===== config.mk =====
export PLATFORM = sky130hd
export DESIGN_NAME = hr_csr_bank
export DESIGN_NICKNAME = d
export VERILOG_FILES = /design/src/rtl/hr_csr_bank.sv
export SDC_FILE = /design/constraint.sdc
export NUM_CORES = 1
export LEC_CHECK = 0
export CAP_MARGIN = 25
export CORE_MARGIN = 4
export CORE_UTILIZATION = 50
export CTS_CLUSTER_DIAMETER = 30
export CTS_CLUSTER_SIZE = 8
export DETAILED_ROUTE_END_ITERATION = 6
export PLACE_DENSITY = 0.86
export SETUP_SLACK_MARGIN = 0.15
export SYNTH_ARGS = -nofsm -noshare
export SYNTH_HDL_FRONTEND = slang
export SYNTH_SLANG_ARGS = --single-unit

===== constraint.sdc =====
create_clock -name clk_i -period 8.13 [get_ports clk_i]
set_input_delay 1.2195 -clock clk_i [delete_from_list [all_inputs] [get_ports clk_i]]
set_output_delay 1.2195 -clock clk_i [all_outputs]
set_load 0.01 [all_outputs]

===== src/rtl/hr_csr_bank.sv =====
// Control/status register bank for the HyperRAM test subsystem: RW/RO words,
// sticky W1C status with masked interrupt, and a supervised action handshake.
module hr_csr_bank #(
   parameter int unsigned         AW            = 7,
   parameter int unsigned         NumRw         = 4,
   parameter int unsigned         NumRo         = 4,
   parameter int unsigned         NumStatus     = 4,
   parameter logic [NumRw*32-1:0] RwResetVal    = '0,
   parameter int unsigned         TimeoutCycles = 1024
) (
   input  logic                 clk_i,
   input  logic                 rst_i,
   input  logic                 reg_we_i,
   input  logic                 reg_re_i,
   input  logic [AW-1:0]        reg_addr_i,
   input  logic [31:0]          reg_wdata_i,
   input  logic [3:0]           reg_be_i,
   output logic [31:0]          reg_rdata_o,
   output logic                 reg_error_o,
   output logic [NumRw*32-1:0]  rw_o,
   input  logic [NumRo*32-1:0]  ro_i,
   input  logic [NumStatus-1:0] status_i,
   output logic                 irq_o,
   output logic [1:0]           action_o,
   input  logic                 action_idle_i
);

   localparam int unsigned SW       = 3 + NumStatus;
   localparam int unsigned CW       = $clog2(TimeoutCycles + 1);
   localparam int unsigned NumWords = NumRw + NumRo;
   localparam int unsigned WordEnd  = 16 + 4 * NumWords;

   typedef enum logic [1:0] {
      S_IDLE,
      S_ISSUE,
      S_WAIT_BUSY,
      S_WAIT_IDLE
   } state_e;

   logic [31:0]   addr_c, word_idx_c, bmask_c, wmask_c, rdata_c;
   logic          hit_status_c, hit_irqen_c, hit_action_c, hit_word_c, is_ro_c;
   logic          mapped_c, wr_err_c, wr_ok_c, act_req_c;
   logic          busy_c, waiting_c, tmo_hit_c, done_set_c, tmo_set_c, ovr_set_c;
   logic [CW-1:0] cnt_inc_c;
   logic [SW-1:0] set_c, clr_c;

   state_e        state_q;
   logic [CW-1:0] cnt_q;
   logic [1:0]    action_q;
   logic [31:0]   rw_q [NumRw];
   logic [SW-1:0] status_q, irqen_q;
   logic          irq_q, error_q;
   logic [31:0]   rdata_q;

   // Address decode; word_idx_c is only meaningful when hit_word_c is set
   assign addr_c       = 32'(reg_addr_i);
   assign hit_status_c = (addr_c == 32'h00);
   assign hit_irqen_c  = (addr_c == 32'h04);
   assign hit_action_c = (addr_c == 32'h08);
   assign hit_word_c   = (addr_c >= 32'h10) && (addr_c < 32'(WordEnd));
   assign word_idx_c   = (addr_c - 32'h10) >> 2;
   assign is_ro_c      = (word_idx_c >= 32'(NumRw));
   assign mapped_c     = (reg_addr_i[1:0] == 2'b00) &&
                         (hit_status_c || hit_irqen_c || hit_action_c || hit_word_c);

   assign bmask_c = {{8{reg_be_i[3]}}, {8{reg_be_i[2]}}, {8{reg_be_i[1]}}, {8{reg_be_i[0]}}};
   assign wmask_c = reg_wdata_i & bmask_c;

   assign wr_err_c  = !mapped_c || (hit_word_c && is_ro_c) ||
                      (hit_action_c && reg_be_i[0] && (reg_wdata_i[1:0] == 2'b11));
   assign wr_ok_c   = reg_we_i && !wr_err_c;
   assign act_req_c = wr_ok_c && hit_action_c && reg_be_i[0] &&
                      ((reg_wdata_i[1:0] == 2'b01) || (reg_wdata_i[1:0] == 2'b10));

   // Action supervision: cnt_q counts cycles already spent outstanding
   assign busy_c     = (state_q != S_IDLE);
   assign waiting_c  = (state_q == S_WAIT_BUSY) || (state_q == S_WAIT_IDLE);
   assign tmo_hit_c  = (32'(cnt_q) + 32'd1) >= 32'(TimeoutCycles);
   assign done_set_c = (state_q == S_WAIT_IDLE) && action_idle_i;
   assign tmo_set_c  = waiting_c && tmo_hit_c && !done_set_c;
   assign ovr_set_c  = act_req_c && busy_c;
   assign cnt_inc_c  = (cnt_q == CW'(TimeoutCycles)) ? cnt_q : cnt_q + CW'(1);

   assign set_c = {status_i, ovr_set_c, tmo_set_c, done_set_c};
   assign clr_c = (wr_ok_c && hit_status_c) ? wmask_c[SW-1:0] : '0;

   always_comb begin
      rdata_c = '0;
      if (hit_status_c) rdata_c = 32'(status_q);
      if (hit_irqen_c)  rdata_c = 32'(irqen_q);
      if (hit_action_c) rdata_c = {30'b0, busy_c, action_idle_i};
      for (int unsigned i = 0; i < NumRw; i++) begin
         if (hit_word_c && (word_idx_c == 32'(i))) rdata_c = rw_q[i];
      end
      for (int unsigned j = 0; j < NumRo; j++) begin
         if (hit_word_c && (word_idx_c == 32'(NumRw + j))) rdata_c = ro_i[32*j +: 32];
      end
   end

   always_ff @(posedge clk_i) begin
      if (rst_i) begin
         state_q  <= S_IDLE;
         cnt_q    <= '0;
         action_q <= 2'b00;
      end else begin
         action_q <= 2'b00;
         case (state_q)
            S_IDLE: begin
               cnt_q <= '0;
               if (act_req_c) begin
                  state_q  <= S_ISSUE;
                  action_q <= reg_wdata_i[1:0];
               end
            end
            S_ISSUE: begin
               cnt_q   <= cnt_inc_c;
               state_q <= S_WAIT_BUSY;
            end
            S_WAIT_BUSY: begin
               if (tmo_set_c) begin
                  state_q <= S_IDLE;
                  cnt_q   <= '0;
               end else begin
                  cnt_q <= cnt_inc_c;
                  if (!action_idle_i) state_q <= S_WAIT_IDLE;
               end
            end
            S_WAIT_IDLE: begin
               if (done_set_c || tmo_set_c) begin
                  state_q <= S_IDLE;
                  cnt_q   <= '0;
               end else begin
                  cnt_q <= cnt_inc_c;
               end
            end
            default: state_q <= S_IDLE;
         endcase
      end
   end

   // Register file, sticky status (set beats clear) and read/error response
   always_ff @(posedge clk_i) begin
      if (rst_i) begin
         for (int unsigned i = 0; i < NumRw; i++) rw_q[i] <= RwResetVal[32*i +: 32];
         status_q <= '0;
         irqen_q  <= '0;
         irq_q    <= 1'b0;
         rdata_q  <= '0;
         error_q  <= 1'b0;
      end else begin
         for (int unsigned i = 0; i < NumRw; i++) begin
            if (wr_ok_c && hit_word_c && (word_idx_c == 32'(i)))
               rw_q[i] <= (rw_q[i] & ~bmask_c) | wmask_c;
         end
         if (wr_ok_c && hit_irqen_c)
            irqen_q <= (irqen_q & ~bmask_c[SW-1:0]) | wmask_c[SW-1:0];
         status_q <= (status_q & ~clr_c) | set_c;
         irq_q    <= |(status_q & irqen_q);
         rdata_q  <= (reg_re_i && mapped_c) ? rdata_c : '0;
         error_q  <= (reg_re_i && !mapped_c) || (reg_we_i && wr_err_c);
      end
   end

   for (genvar g = 0; g < NumRw; g++) begin : g_rw
      assign rw_o[32*g +: 32] = rw_q[g];
   end

   assign reg_rdata_o = rdata_q;
   assign reg_error_o = error_q;
   assign irq_o       = irq_q;
   assign action_o    = action_q;

endmodule


Word level (Yosys, flattened, before mapping)
Memory sizes are Yosys's and may differ from the RTL's.
Index checks and enable logic that the tools add are counted.

storage, ports and cells
  output and inout port bits = 164
  logic and storage cells = 150
  memories = 1
  memory bits (writable) = 128
  register bits after elaboration = 63

memory list
  name  depth  bits a word  rd ports  clocked after memory_dff  write ports  RTL line  RTL
  rw_q  4      32           4         0                         4            50        logic [31:0] rw_q [NumRw];

operators by class
  $lt $le $gt $ge = 4
  equal/unequal tests = 19
  add/sub/neg operators = 3
  muxes and demuxes = 39
  bitwise logic cells = 24
  reductions and logical operators = 52

operators with widths
  operator                                                                               count
  32-bit 2-to-1 mux                                                                      13
  32-bit AND                                                                             5
  32-bit OR                                                                              4
  30-bit by 3-bit equality test with 1-bit output, second input constant                 4
  32-bit logical NOT                                                                     2
  30-bit by 2-bit equality test with 1-bit output, second input constant                 2
  11-bit one-hot mux with 4 select lines                                                 1
  11-bit 2-to-1 mux                                                                      3
  32-bit inverter                                                                        1
  1-bit logical AND                                                                      31
  30-bit by 1-bit equality test with 1-bit output, second input constant                 1
  30-bit by 3-bit greater-or-equal comparator with 1-bit output, second input constant   1
  7-bit AND                                                                              3
  7-bit 2-to-1 mux                                                                       3
  1-bit 2-to-1 mux                                                                       14
  7-bit inverter                                                                         2
  7-bit OR                                                                               2
  11-bit by 1-bit adder with 12-bit output, second input constant                        1
  12-bit by 11-bit greater-or-equal comparator with 1-bit output, second input constant  1
  11-bit by 1-bit adder with 11-bit output, second input constant                        1
  11-bit equality test, second input constant                                            1
  1-bit logical OR                                                                       9
  2-bit equality test, second input constant                                             4
  2-bit 2-to-1 mux                                                                       4
  other kinds (19)                                                                       28

Logic depth before layout (Yosys ltp)
  depth in word-level cells = 16
  gate-level depth with buffers = 10
  gate-level depth less buffers = 8

Least setup slack after synthesis
Ideal clock, no wire load.

  path type = input -> register
  start point = input port reg_addr_i[4]
  end point = memory rw_q[0][0], enable pin
  buffers on the path = 0
  required time = 7.740 ns
  setup slack = 4.313 ns
  data arrival time = 3.427 ns
  stages on the path = 7
  cell sequence = or2_1 > inv_2 > ha_1 > inv_1 > a21oi_1 > a2bb2oi_4 > a41o_1

RTL lines
  item                RTL line  RTL
  start: declaration  15        input logic [AW-1:0] reg_addr_i,
  end: declaration    50

==> metrics.yaml <==
outcome:
  status: "complete, no violations"
timing:
  fin_crit_ns: 4.68
  final.period_utilization: 0.575
  max_freq_mhz: 214
  setup_violators_final: 0
  measured_slew_at_the_worst_slew_check_pin_ns: 0.998
  setup_ws_ns: 3.45
  timing.slew.headroom: 0.333
  finalClockSkew_ns: 0.00980
  timing.setup.tns_ns: 0
  final-hold-violation-count: 0
  rsz0062_at_grt: "no"
  timing.final.max_slew_violations: 0
critical_path:
  worst-path-buf-inv: 2
  timing.critical_path.fanout_max: 34
  critical_path_class: "input port to flip-flop"
  crit_path_cell_trace: "clkdlybuf4s50_1, or2_1, inv_2, ha_1, and4bb_2, and3_2, nand4_2, a21oi_1"
  critical-path-slowest-cell: "sky130_fd_sc_hd__nand4_2"
  worstSetupStartpointType: "input port"
  critPathCaptureType: "flip-flop"
  worst-endpoint-required_ns: 8.37
  timing.critical_path.max_delay_family: "simple AND/OR/NAND/NOR gates"
  crit_path_max_incr_delay_ns: 0.94
  critPathArrivalTime_ns: 4.91
layout:
  syn_to_final_growth_pct: 40.3
  drive_above_1_share: 0.0944
  multi_input_area_um2: 4910
  nets: 1485
  layout.filler_cells: 1428
  sequential_cell_area_um2: 5100
  layout_cells_excl_fill: 1587
place:
  globalplace.congestion: 0.944
  place.port_buffers: 343
  post-place-cells: 1550
  dp_slack_ns: 3.06
  dp_hpwl_um: 27300
clock_network:
  level_count_of_the_clock_h_tree: 4
  tritoncts: "built"
  clock_latency_reported_for_the_late_side_of_the_worst_skew_pair_ns: 0.44
  cts.reportedPaths.clkPinSlew_ns: 0.07
  post-cts-setup-buffer-count: 0
  post_cts_resized: 0
  clock_path_buffers: 2
  clockRootBuffer: "sky130_fd_sc_hd__clkbuf_16"
  cts_inserted_buffers: 17
  cts.sink_count: 191
  postCtsHoldBufs: 0
floorplan:
  placement_rows: 52
  core_um2: 20400
  die_width_um: 152
  starting_density_of_the_core: 0.511
  floorplan.die_area_um2: 23200
  num_io_pins: 344
  die_h_um: 152
yosys:
  synth.most_common_cell: "sky130_fd_sc_hd__nand2b_1"
  number_of_standard_cells_after_synthesis: 999
  seq_total_area_yosys: 0.491
  async_sr_flop_fraction: 0
  ranking_of_synthesized_cells_by_area: "sky130_fd_sc_hd__edfxtp_1 (37%), sky130_fd_sc_hd__dfxtp_1 (12%), sky130_fd_sc_hd__nand2b_1 (7.9%), sky130_fd_sc_hd__a21oi_1 (5.9%), sky130_fd_sc_hd__mux4_2 (5.2%)"
  mappedNetlistNets: 1183
  synth_largest_area_cell: "sky130_fd_sc_hd__edfxtp_1"
  yosysUniqueCellTypes: 69
  synth.cells.most_frequent: "sky130_fd_sc_hd__nand2b_1 (132), sky130_fd_sc_hd__edfxtp_1 (128), sky130_fd_sc_hd__a21oi_1 (122)"
  synth-warning-count: 0
  avgSynthCellArea_um2: 10.4
  yosys_most_used_dff: "sky130_fd_sc_hd__edfxtp_1"
  synth_largest_type_area_fraction: 0.370
  synth-seq-cells: 191
  syn-cell-area_um2: 10400
  synth_edf_count: 128
detailed_routing:
  drtAntennaViolNets: 0
  route.detailed.wl_per_inst_um: 24.6
  wirelength_um: 39000
  dr.first_iter.drc_count: 1053
  drc_errors: 0
  routed_via_density: 6.37
  route.vias.total: 10100
  drt_pre_antenna_iters: 6
grt:
  grt_max_degree: 59
  number_of_antenna_violations_at_the_first_check_in_global_routing: 3
  grt.overflow.total: 0
  via_count_of_the_first_global_routing_pass: 10100
  wire_length_of_the_first_global_routing_pass_um: 58900
  gr-usage-all-layers: 0.322
power_and_ir_drop:
  p_clk_frac: 0.361
  internal_power_mw: 1.64
  p_seq_frac: 0.488
  leakage_nw: 5.01
  ir_drop_mv: 0.149
  comb_power_share: 0.151
  p_sw_uw: 583
  power.switching_fraction: 0.262
  power_density_nw_per_um2: 152
run:
  max-cap-violations: 0
hold_path:
  worst_hold_path_type: "flip-flop to flip-flop"
[cell usage in the layout, fill, tap and decap left out, types with 4 or more instances in the layout]
cell / instances
sky130_fd_sc_hd__a211oi_1: 5
sky130_fd_sc_hd__a21oi_1: 122
sky130_fd_sc_hd__a21oi_2: 20
sky130_fd_sc_hd__a221oi_1: 23
sky130_fd_sc_hd__a22o_1: 32
sky130_fd_sc_hd__a22oi_1: 7
sky130_fd_sc_hd__a31o_2: 4
sky130_fd_sc_hd__a31oi_1: 7
sky130_fd_sc_hd__a41o_2: 4
sky130_fd_sc_hd__and2_1: 7
sky130_fd_sc_hd__and3_1: 6
sky130_fd_sc_hd__buf_4: 14
sky130_fd_sc_hd__clkbuf_16: 17
sky130_fd_sc_hd__clkdlybuf4s50_1: 341
sky130_fd_sc_hd__clkinv_4: 4
sky130_fd_sc_hd__dfxtp_1: 63
sky130_fd_sc_hd__edfxtp_1: 128
sky130_fd_sc_hd__ha_1: 4
sky130_fd_sc_hd__inv_1: 16
sky130_fd_sc_hd__inv_6: 4
sky130_fd_sc_hd__mux2_2: 4
sky130_fd_sc_hd__mux2i_1: 16
sky130_fd_sc_hd__mux4_2: 24
sky130_fd_sc_hd__nand2_1: 48
sky130_fd_sc_hd__nand2b_1: 131
sky130_fd_sc_hd__nand3_1: 17
sky130_fd_sc_hd__nand4_2: 4
sky130_fd_sc_hd__nor2_1: 78
sky130_fd_sc_hd__nor2b_1: 10
sky130_fd_sc_hd__nor3_1: 28
sky130_fd_sc_hd__o21ai_0: 27
sky130_fd_sc_hd__o22ai_1: 6
sky130_fd_sc_hd__o2bb2ai_1: 21
sky130_fd_sc_hd__xnor2_1: 5
sky130_fd_sc_hd__xor2_1: 4
[area by class of cell]
class | instances | share of cell area
clock buffers | 18 | 0.0294
multi-input cells | 715 | 0.337
well taps | 270 | 0.0232
repair buffers | 359 | 0.247
inverters | 17 | 0.00438
clock inverters | 14 | 0.00849
flip-flops and latches | 191 | 0.350
diodes | 3 | 0.000515
[power by group through the flow]
stage	Combinational [mW]	Sequential (mW)	Clock (mW)
after floorplan	0.131	1.11	0
after global placement	0.323	1.10	0
after detailed placement	0.328	1.10	0
after CTS	0.330	1.08	0.805
after global routing	0.353	1.09	0.846
final	0.336	1.08	0.803
[worst reg2reg max path, stage by stage, from the launching register on]
cell and delay, ns:
sky130_fd_sc_hd__dfxtp_1 0.39, sky130_fd_sc_hd__ha_1 0.28, sky130_fd_sc_hd__nand3_1 0.09, sky130_fd_sc_hd__nor3_1 0.31
sky130_fd_sc_hd__mux2i_1 0.21, sky130_fd_sc_hd__a21oi_1 0.77, sky130_fd_sc_hd__nor2_1 0.13
[stage by stage]
stage / util / area [µm²] / hold slack [ns] / power [mW]
6_report: 0.716 / 14600 / 0.510 / 2.22
5_1_grt: 0.716 / 14600 / 0.524 / 2.28
4_1_cts: 0.714 / 14500 / 0.500 / 2.22
3_5_place_dp: 0.687 / 14000 / 0.490 / 1.43
3_3_place_gp: 0.684 / 13900 / 0.479 / 1.43
2_1_floorplan: - / 10400 / 0.465 / 1.24
[kinds of logic (layout without fill, tap and decap cells)]
group | after synthesis | in the layout | share of synthesized area
simple gates | 355 | 355 | 0.186
buf+inv | 93 | 408 | 0.0386
compound gates | 303 | 303 | 0.200
fa+ha+maj | 4 | 4 | 0.00481
flops | 191 | 191 | 0.491
xor+xnor | 9 | 9 | 0.00758
other cells | 0 | 3 | 0
mux | 44 | 44 | 0.0717
[registers in the layout, indices dropped and copies added, names as in the netlist, named ones only]
| signal | flops |
|---|---|
| rw_q | 128 |
| reg_rdata_o | 32 |
| cnt_q | 11 |
| status_q | 7 |
| action_o | 2 |
| state_q | 2 |
| irq_o | 1 |
| reg_error_o | 1 |
[layer usage]
metal | vias up | global-route usage | part of all wire
met5 | - | 0 | 0
met4 | 0 | 0.187 | 0.058
met3 | 156 | 0.0963 | 0.12
met2 | 793 | 0.504 | 0.47
met1 | 4812 | 0.398 | 0.36
li1 | 4345 | - | -
[path summary, 6_finish.rpt]
kind | from | endpoint | slack, ns | depth (start not counted)
worst max register to register | cnt_q[0] | cnt_q[6] | 5.79 | 6
worst min register to register | status_q[5] | status_q[5] | 0.51 | 2
worst min-delay path | status_q[5] | status_q[5] | 0.51 | 2
worst max-delay path | reg_addr_i[4] | rw_q[0][27] | 3.45 | 8
No activity file was read; power rests on OpenSTA's default activity.
